**src/rtl/riscv_pkg.sv**
```systemverilog
// rtl/riscv_pkg.sv - shared RV32 opcodes, IF/ID control encodings and fetch-stage state enum
package riscv_pkg;

    localparam logic [6:0] OPC_BRANCH = 7'b1100011;
    localparam logic [6:0] OPC_JAL    = 7'b1101111;

    localparam logic [1:0] CTR_NORMAL = 2'b00;
    localparam logic [1:0] CTR_STALL  = 2'b01;
    localparam logic [1:0] CTR_BUBBLE = 2'b10;

    typedef enum logic [1:0] {
        S_REQ  = 2'd0,
        S_WAIT = 2'd1,
        S_HOLD = 2'd2
    } if_state_e;

    function automatic logic [31:0] imm_b(input logic [31:0] instr);
        return {{19{instr[31]}}, instr[31], instr[7], instr[30:25], instr[11:8], 1'b0};
    endfunction

    function automatic logic [31:0] imm_j(input logic [31:0] instr);
        return {{11{instr[31]}}, instr[31], instr[19:12], instr[20], instr[30:21], 1'b0};
    endfunction

endpackage

```
**src/rtl/if_stage_if.sv**
```systemverilog
// rtl/if_stage_if.sv - instruction-memory fetch port between if_stage (master) and imem (slave)
interface if_stage_if;

    logic        imem_req_o;
    logic [31:0] imem_addr_o;
    logic        imem_rvalid_i;
    logic [31:0] imem_rdata_i;

    modport master (
        output imem_req_o,
        output imem_addr_o,
        input  imem_rvalid_i,
        input  imem_rdata_i
    );

    modport slave (
        input  imem_req_o,
        input  imem_addr_o,
        output imem_rvalid_i,
        output imem_rdata_i
    );

endinterface

```
**src/rtl/if_next_pc.sv**
```systemverilog
// rtl/if_next_pc.sv - sequential next-PC; IF_STATIC_PRED_EN adds backward-branch/JAL static prediction
module if_next_pc (
    input  logic [31:0] pc,
`ifdef IF_STATIC_PRED_EN
    input  logic [31:0] instr,
`endif
    output logic [31:0] next_pc,
    output logic        br_pred
);

`ifdef IF_STATIC_PRED_EN
    import riscv_pkg::*;

    // backward conditional branches are predicted taken, JAL is always taken
    always_comb begin
        next_pc = pc + 32'd4;
        br_pred = 1'b0;
        if (instr[6:0] == OPC_BRANCH && instr[31]) begin
            next_pc = pc + imm_b(instr);
            br_pred = 1'b1;
        end else if (instr[6:0] == OPC_JAL) begin
            next_pc = pc + imm_j(instr);
            br_pred = 1'b1;
        end
    end
`else
    assign next_pc = pc + 32'd4;
    assign br_pred = 1'b0;
`endif

endmodule

```
**src/rtl/if_stage.sv**
```systemverilog
// rtl/if_stage.sv - RV32 fetch stage, one outstanding imem request; IF_STATIC_PRED_EN enables static prediction
module if_stage
    import riscv_pkg::*;
#(
    parameter logic [31:0] RESET_PC = 32'h0000_0000
) (
    input  logic        clk,
    input  logic        n_rst,
    input  logic        stall_i,
    input  logic        redirect_i,
    input  logic [31:0] redirect_pc_i,
    if_stage_if.master  imem,
    output logic [31:0] instr_o,
    output logic [31:0] pc_o,
    output logic [1:0]  ifid_ctr_o,
    output logic        br_pred_o
);

    if_state_e   state_q;
    logic [31:0] pc_q;
    logic [31:0] buf_q;
    logic        kill_q;

    logic [31:0] instr_sel;
    logic [31:0] next_pc;
    logic        pred;

    // the word handed to IF/ID comes straight from memory in WAIT, from the stall buffer in HOLD
    assign instr_sel = (state_q == S_HOLD) ? buf_q : imem.imem_rdata_i;

    if_next_pc u_next_pc (
        .pc      (pc_q),
`ifdef IF_STATIC_PRED_EN
        .instr   (instr_sel),
`endif
        .next_pc (next_pc),
        .br_pred (pred)
    );

    always_comb begin
        imem.imem_req_o  = 1'b0;
        imem.imem_addr_o = pc_q;
        ifid_ctr_o       = CTR_BUBBLE;
        if (n_rst && !redirect_i) begin
            case (state_q)
                S_REQ: imem.imem_req_o = 1'b1;
                S_WAIT: begin
                    if (imem.imem_rvalid_i && !kill_q) begin
                        if (stall_i) begin
                            ifid_ctr_o = CTR_STALL;
                        end else begin
                            // back-to-back fetch keeps one instruction per cycle at 1-cycle latency
                            ifid_ctr_o       = CTR_NORMAL;
                            imem.imem_req_o  = 1'b1;
                            imem.imem_addr_o = next_pc;
                        end
                    end
                end
                S_HOLD: ifid_ctr_o = stall_i ? CTR_STALL : CTR_NORMAL;
                default: ifid_ctr_o = CTR_BUBBLE;
            endcase
        end
    end

    assign instr_o   = (ifid_ctr_o == CTR_NORMAL) ? instr_sel : 32'h0;
    assign pc_o      = pc_q;
    assign br_pred_o = (ifid_ctr_o == CTR_NORMAL) && pred;

    always_ff @(posedge clk or negedge n_rst) begin
        if (!n_rst) begin
            state_q <= S_REQ;
            pc_q    <= RESET_PC;
            kill_q  <= 1'b0;
            buf_q   <= 32'h0;
        end else if (redirect_i) begin
            pc_q  <= redirect_pc_i;
            buf_q <= 32'h0;
            // an in-flight request must be drained and dropped before refetching
            if (state_q == S_WAIT && !imem.imem_rvalid_i) begin
                kill_q <= 1'b1;
            end else begin
                state_q <= S_REQ;
                kill_q  <= 1'b0;
            end
        end else begin
            case (state_q)
                S_REQ: state_q <= S_WAIT;
                S_WAIT: begin
                    if (imem.imem_rvalid_i) begin
                        if (kill_q) begin
                            kill_q  <= 1'b0;
                            state_q <= S_REQ;
                        end else if (stall_i) begin
                            buf_q   <= imem.imem_rdata_i;
                            state_q <= S_HOLD;
                        end else begin
                            pc_q <= next_pc;
                        end
                    end
                end
                S_HOLD: begin
                    if (!stall_i) begin
                        pc_q    <= next_pc;
                        state_q <= S_REQ;
                    end
                end
                default: state_q <= S_REQ;
            endcase
        end
    end

endmodule

```
**src/flat_wrapper.sv**
```systemverilog
// flat-port wrapper written by rule: the top's interface ports become plain ports
module if_stage_flat import riscv_pkg::*;
#(
    parameter logic [31:0] RESET_PC = 32'h0000_0000
)
  (clk, n_rst, stall_i, redirect_i, redirect_pc_i, instr_o, pc_o, ifid_ctr_o, br_pred_o, imem_imem_req_o, imem_imem_addr_o, imem_imem_rvalid_i, imem_imem_rdata_i);
  if_stage_if imem_i ();
  input  logic clk;
  input  logic n_rst;
  input  logic stall_i;
  input  logic redirect_i;
  input  logic [31:0] redirect_pc_i;
  output logic [31:0] instr_o;
  output logic [31:0] pc_o;
  output logic [1:0] ifid_ctr_o;
  output logic br_pred_o;
  output wire logic [$bits(imem_i.imem_req_o)-1:0] imem_imem_req_o;
  output wire logic [$bits(imem_i.imem_addr_o)-1:0] imem_imem_addr_o;
  input wire logic [$bits(imem_i.imem_rvalid_i)-1:0] imem_imem_rvalid_i;
  input wire logic [$bits(imem_i.imem_rdata_i)-1:0] imem_imem_rdata_i;
  assign imem_imem_req_o = imem_i.imem_req_o;
  assign imem_imem_addr_o = imem_i.imem_addr_o;
  assign imem_i.imem_rvalid_i = imem_imem_rvalid_i;
  assign imem_i.imem_rdata_i = imem_imem_rdata_i;
  if_stage #(.RESET_PC(RESET_PC)) u_core (.clk(clk), .n_rst(n_rst), .stall_i(stall_i), .redirect_i(redirect_i), .redirect_pc_i(redirect_pc_i), .imem(imem_i), .instr_o(instr_o), .pc_o(pc_o), .ifid_ctr_o(ifid_ctr_o), .br_pred_o(br_pred_o));
endmodule
```
**config.mk**
```make
export PLATFORM = sky130hd
export DESIGN_NAME = if_stage_flat
export DESIGN_NICKNAME = d
export VERILOG_FILES = /design/src/rtl/riscv_pkg.sv /design/src/rtl/if_stage_if.sv /design/src/rtl/if_next_pc.sv /design/src/rtl/if_stage.sv /design/src/flat_wrapper.sv
export SDC_FILE = /design/constraint.sdc
export NUM_CORES = 1
export LEC_CHECK = 0
export BUFFER_PORTS_ARGS = -buffer_cell sky130_fd_sc_hd__buf_2
export CORE_AREA = 2 2 107 109
export CTS_CLUSTER_SIZE = 24
export DETAILED_ROUTE_END_ITERATION = 16
export DIE_AREA = 0 0 109 111
export PLACE_DENSITY = 0.73
export RECOVER_POWER = 100
export REMOVE_ABC_BUFFERS = 1
export SETUP_SLACK_MARGIN = 0.2
export SLEW_MARGIN = 20
export SYNTH_ARGS = -nofsm -noshare
export SYNTH_HDL_FRONTEND = slang
export SYNTH_HIERARCHICAL = 1
export SYNTH_SLANG_ARGS = --single-unit
export TNS_END_PERCENT = 50
```
**constraint.sdc**
```tcl
create_clock -name clk -period 2 [get_ports clk]
set_input_delay 0.1 -clock clk [delete_from_list [all_inputs] [get_ports clk]]
set_output_delay 0.1 -clock clk [all_outputs]
set_load 0.05 [all_outputs]
```
==> out/qor.csv <==
metric;value;unit
antenna_found_initial;0;
synthFlopType;dfrtp_1;
cts_hold_buf;0;
core.rowCount;39;
numCtsBuffers;9;
fin_area;8480;µm²
report.final.slew_viol_count;69;
crit_arrival;2.27;ns
die_h;111;µm
vias;5704;
yosysSeqAreaShare;0.333;
min_from;redirect_pc_i[21];
fin_crit;2.37;ns
ir_drop;0.000715;V
clk_latency;0.33;ns
reg2reg_from;u_core/state_q[0]$_DFFE_PN0P_;
synth_area_leader_cell;dfrtp_1;
die_w;109;µm
grt_remaining_overflow;0;
final_cell_mix;88 x buf_2, 74 x buf_6, 65 x dfrtp_1;
rr_worst_depth;8;
initial_core_util;0.455;
dp_cells;830;
total_leakage_power;3.61;nW
synth.distinct_cells;52;
synth-seq-cells;67;
fin_worst_skew;0.00797;ns
max_cap_violations;1;
fmax;0.423;GHz
whs_endpoint;u_core/pc_o[21]$_DFFE_PN0P_;
clk_pin_slew;0.06;ns
synth_edf_count;0;
worstPathMaxFanout;8;
gp_congestion;0.871;
max_stage_delay;0.44;ns
worst_ep_required_time;1.90;ns
worst_pin_slew;1.77;ns
drive_above_1_share;0.579;
cpMaxStageDelayCell;dfrtp_1;
die_area;12100;µm²
yosysTopAreaCellShare;0.333;
rsz0062_at_grt;true;
drt_iter0_markers;730;
wl_per_cell;24.4;µm
mostFrequentLayoutCell;buf_2;
wirelength;21800;µm
max-clock-path-buffers;2;
drc;0;
grt_max_degree;68;
syn_to_final_growth;68.2;%
violations;max-capacitance violations, max-slew violations, negative setup slack;
synth_area_per_cell;9.69;µm²
setup_viol;128;
power_density;1130;nW/µm²
path_delay_family;buffers and inverters;
synthCells;520;
async_flop_share;1.00;
grt_pass1_wl;30600;µm
track_usage;0.330;
drt_first_pass_iters;6;
dp_hpwl;10300;µm
cts_root_buffer;clkbuf_16;
min_path_cells;3;
start_kind;flip-flop;
num_io_pins;169;
core_area;11100;µm²
antennaDiodeCount;0;
regToRegEndpoint;u_core/buf_q[3]$_DFFE_PN0P_;
ys_warn_count;6;
port_buffers;167;
synth_area;5040;µm²
cts-htree-levels;3;
setup_slack;-0.367;ns
min_path_type;primary input to flip-flop;
power;9.61;mW
final_nets;817;
outcome;complete, but fails checks;
timing.slew.headroom;-0.182;
antenna_left;0;
hold_violations;0;
crit_path_end_kind;output pin;
grt_pass1_vias;5483;
worstPathBufferInverterCount;3;
crit_chain;ha_4 -> and3b_2 -> o2111a_2 -> buf_12 -> buf_16 -> nor3_4 -> buf_6;
clock-sinks;67;
ys_top_cells_by_area;dfrtp_1 33%, mux2_2 13%, a211oi_2 7.2%, mux2i_1 6.4%, nor2b_1 4.1%;
final_cells;892;
cts_tree;done;
dpl_cell_area;6280;µm²
viasPerCell;6.39;
rrSetupSlack;-0.22;ns
post-route-period-util;1.18;
crit_type;flip-flop to output pin;
-- cell families after synthesis --
kind of cell / synth area share
fa+ha+maj: 0.00993
mux: 0.207
buf+inv: 0.0549
other cells: 0.000744
flops: 0.333
simple gates: 0.216
xor+xnor: 0.0487
compound gates: 0.131
-- flip-flops by register name (all words and copies together) (netlist names) --
signal and cells:
u_core/kill_q 1, u_core/buf_q 32, u_core/pc_o 32, u_core/state_q 2
-- what timing repair did --
item | in CTS | in global routing
pin swaps | 20 | 25
gates resized for setup | 264 | 47
setup buffers | 17 | 13
gates cloned | 11 | 5
endpoints found under the setup margin | 130 | 132
-- cells in the mapped netlist (2+ instances only) --
| cell type | count |
|---|---|
| and3_1 | 2 |
| nor3_1 | 35 |
| or2_2 | 3 |
| and2_1 | 2 |
| buf_2 | 17 |
| o22ai_1 | 33 |
| nand2_1 | 13 |
| nor4_4 | 2 |
| mux2i_1 | 32 |
| nand3_1 | 11 |
| buf_4 | 3 |
| a211oi_2 | 29 |
| buf_6 | 4 |
| dfrtp_1 | 67 |
| nor2_1 | 38 |
| nand4_1 | 9 |
| mux2_2 | 59 |
| inv_1 | 6 |
| clkbuf_1 | 25 |
| mux2_1 | 5 |
| a211oi_1 | 2 |
| xor2_1 | 7 |
| xnor2_1 | 21 |
| a21oi_1 | 2 |
| nor4_1 | 31 |
| nor2b_1 | 33 |
| ha_1 | 4 |
-- stage by stage --
stage          setup WS, ns   util  setup TNS [ns]  hold WS [ns]
2_1_floorplan         -2.85      -         -201.59        -0.196
3_3_place_gp       -0.00207  0.567        -0.00207         0.368
3_5_place_dp        -0.0179  0.567         -0.0234         0.387
4_1_cts              -0.314  0.730          -16.45        0.0405
5_1_grt              -0.417  0.766          -33.86         0.137
6_report             -0.367  0.766          -29.30         0.139
-- worst max-delay path by stage --
stage               slack [ns]                          start                   end  cells after the start
floorplan                -2.85  u_core/state_q[0]$_DFFE_PN0P_            instr_o[0]                      5
global placement        -0.002     u_core/pc_o[2]$_DFFE_PN0P_  imem_imem_addr_o[27]                      7
detailed placement       -0.02     u_core/pc_o[2]$_DFFE_PN0P_  imem_imem_addr_o[28]                      8
CTS                      -0.31  u_core/state_q[0]$_DFFE_PN0P_  imem_imem_addr_o[31]                      7
global route             -0.42  u_core/state_q[0]$_DFFE_PN0P_            instr_o[5]                      7
finish                   -0.37  u_core/state_q[0]$_DFFE_PN0P_           instr_o[15]                      7
-- routing by layer --
| metal | share of wire | track usage |
|---|---|---|
| met1 | 0.38 | 0.417 |
| met5 | 0 | 0 |
| met3 | 0.087 | 0.0700 |
| met4 | 0.050 | 0.177 |
| met2 | 0.49 | 0.523 |
-- tightest hold or removal path: stages --
cell and delay, ns:
buf_2 0.09, o22ai_1 0.16, a211oi_2 0.06
-- power breakdown --
group          internal (mW)  switching, mW
sequential              1.65          0.318
clock                   1.07          0.585
combinational           2.30           3.68
-- cell type report --
class	instances	area, µm²
clock buffers	15	278
inverters	7	31.3
repair buffers	263	2510
multi-input cells	396	3770
flip-flops and latches	67	1680
fillers	609	2600
well taps	143	179
clock inverters	1	30.0
Note: power is estimated with default switching activity, not from simulation.
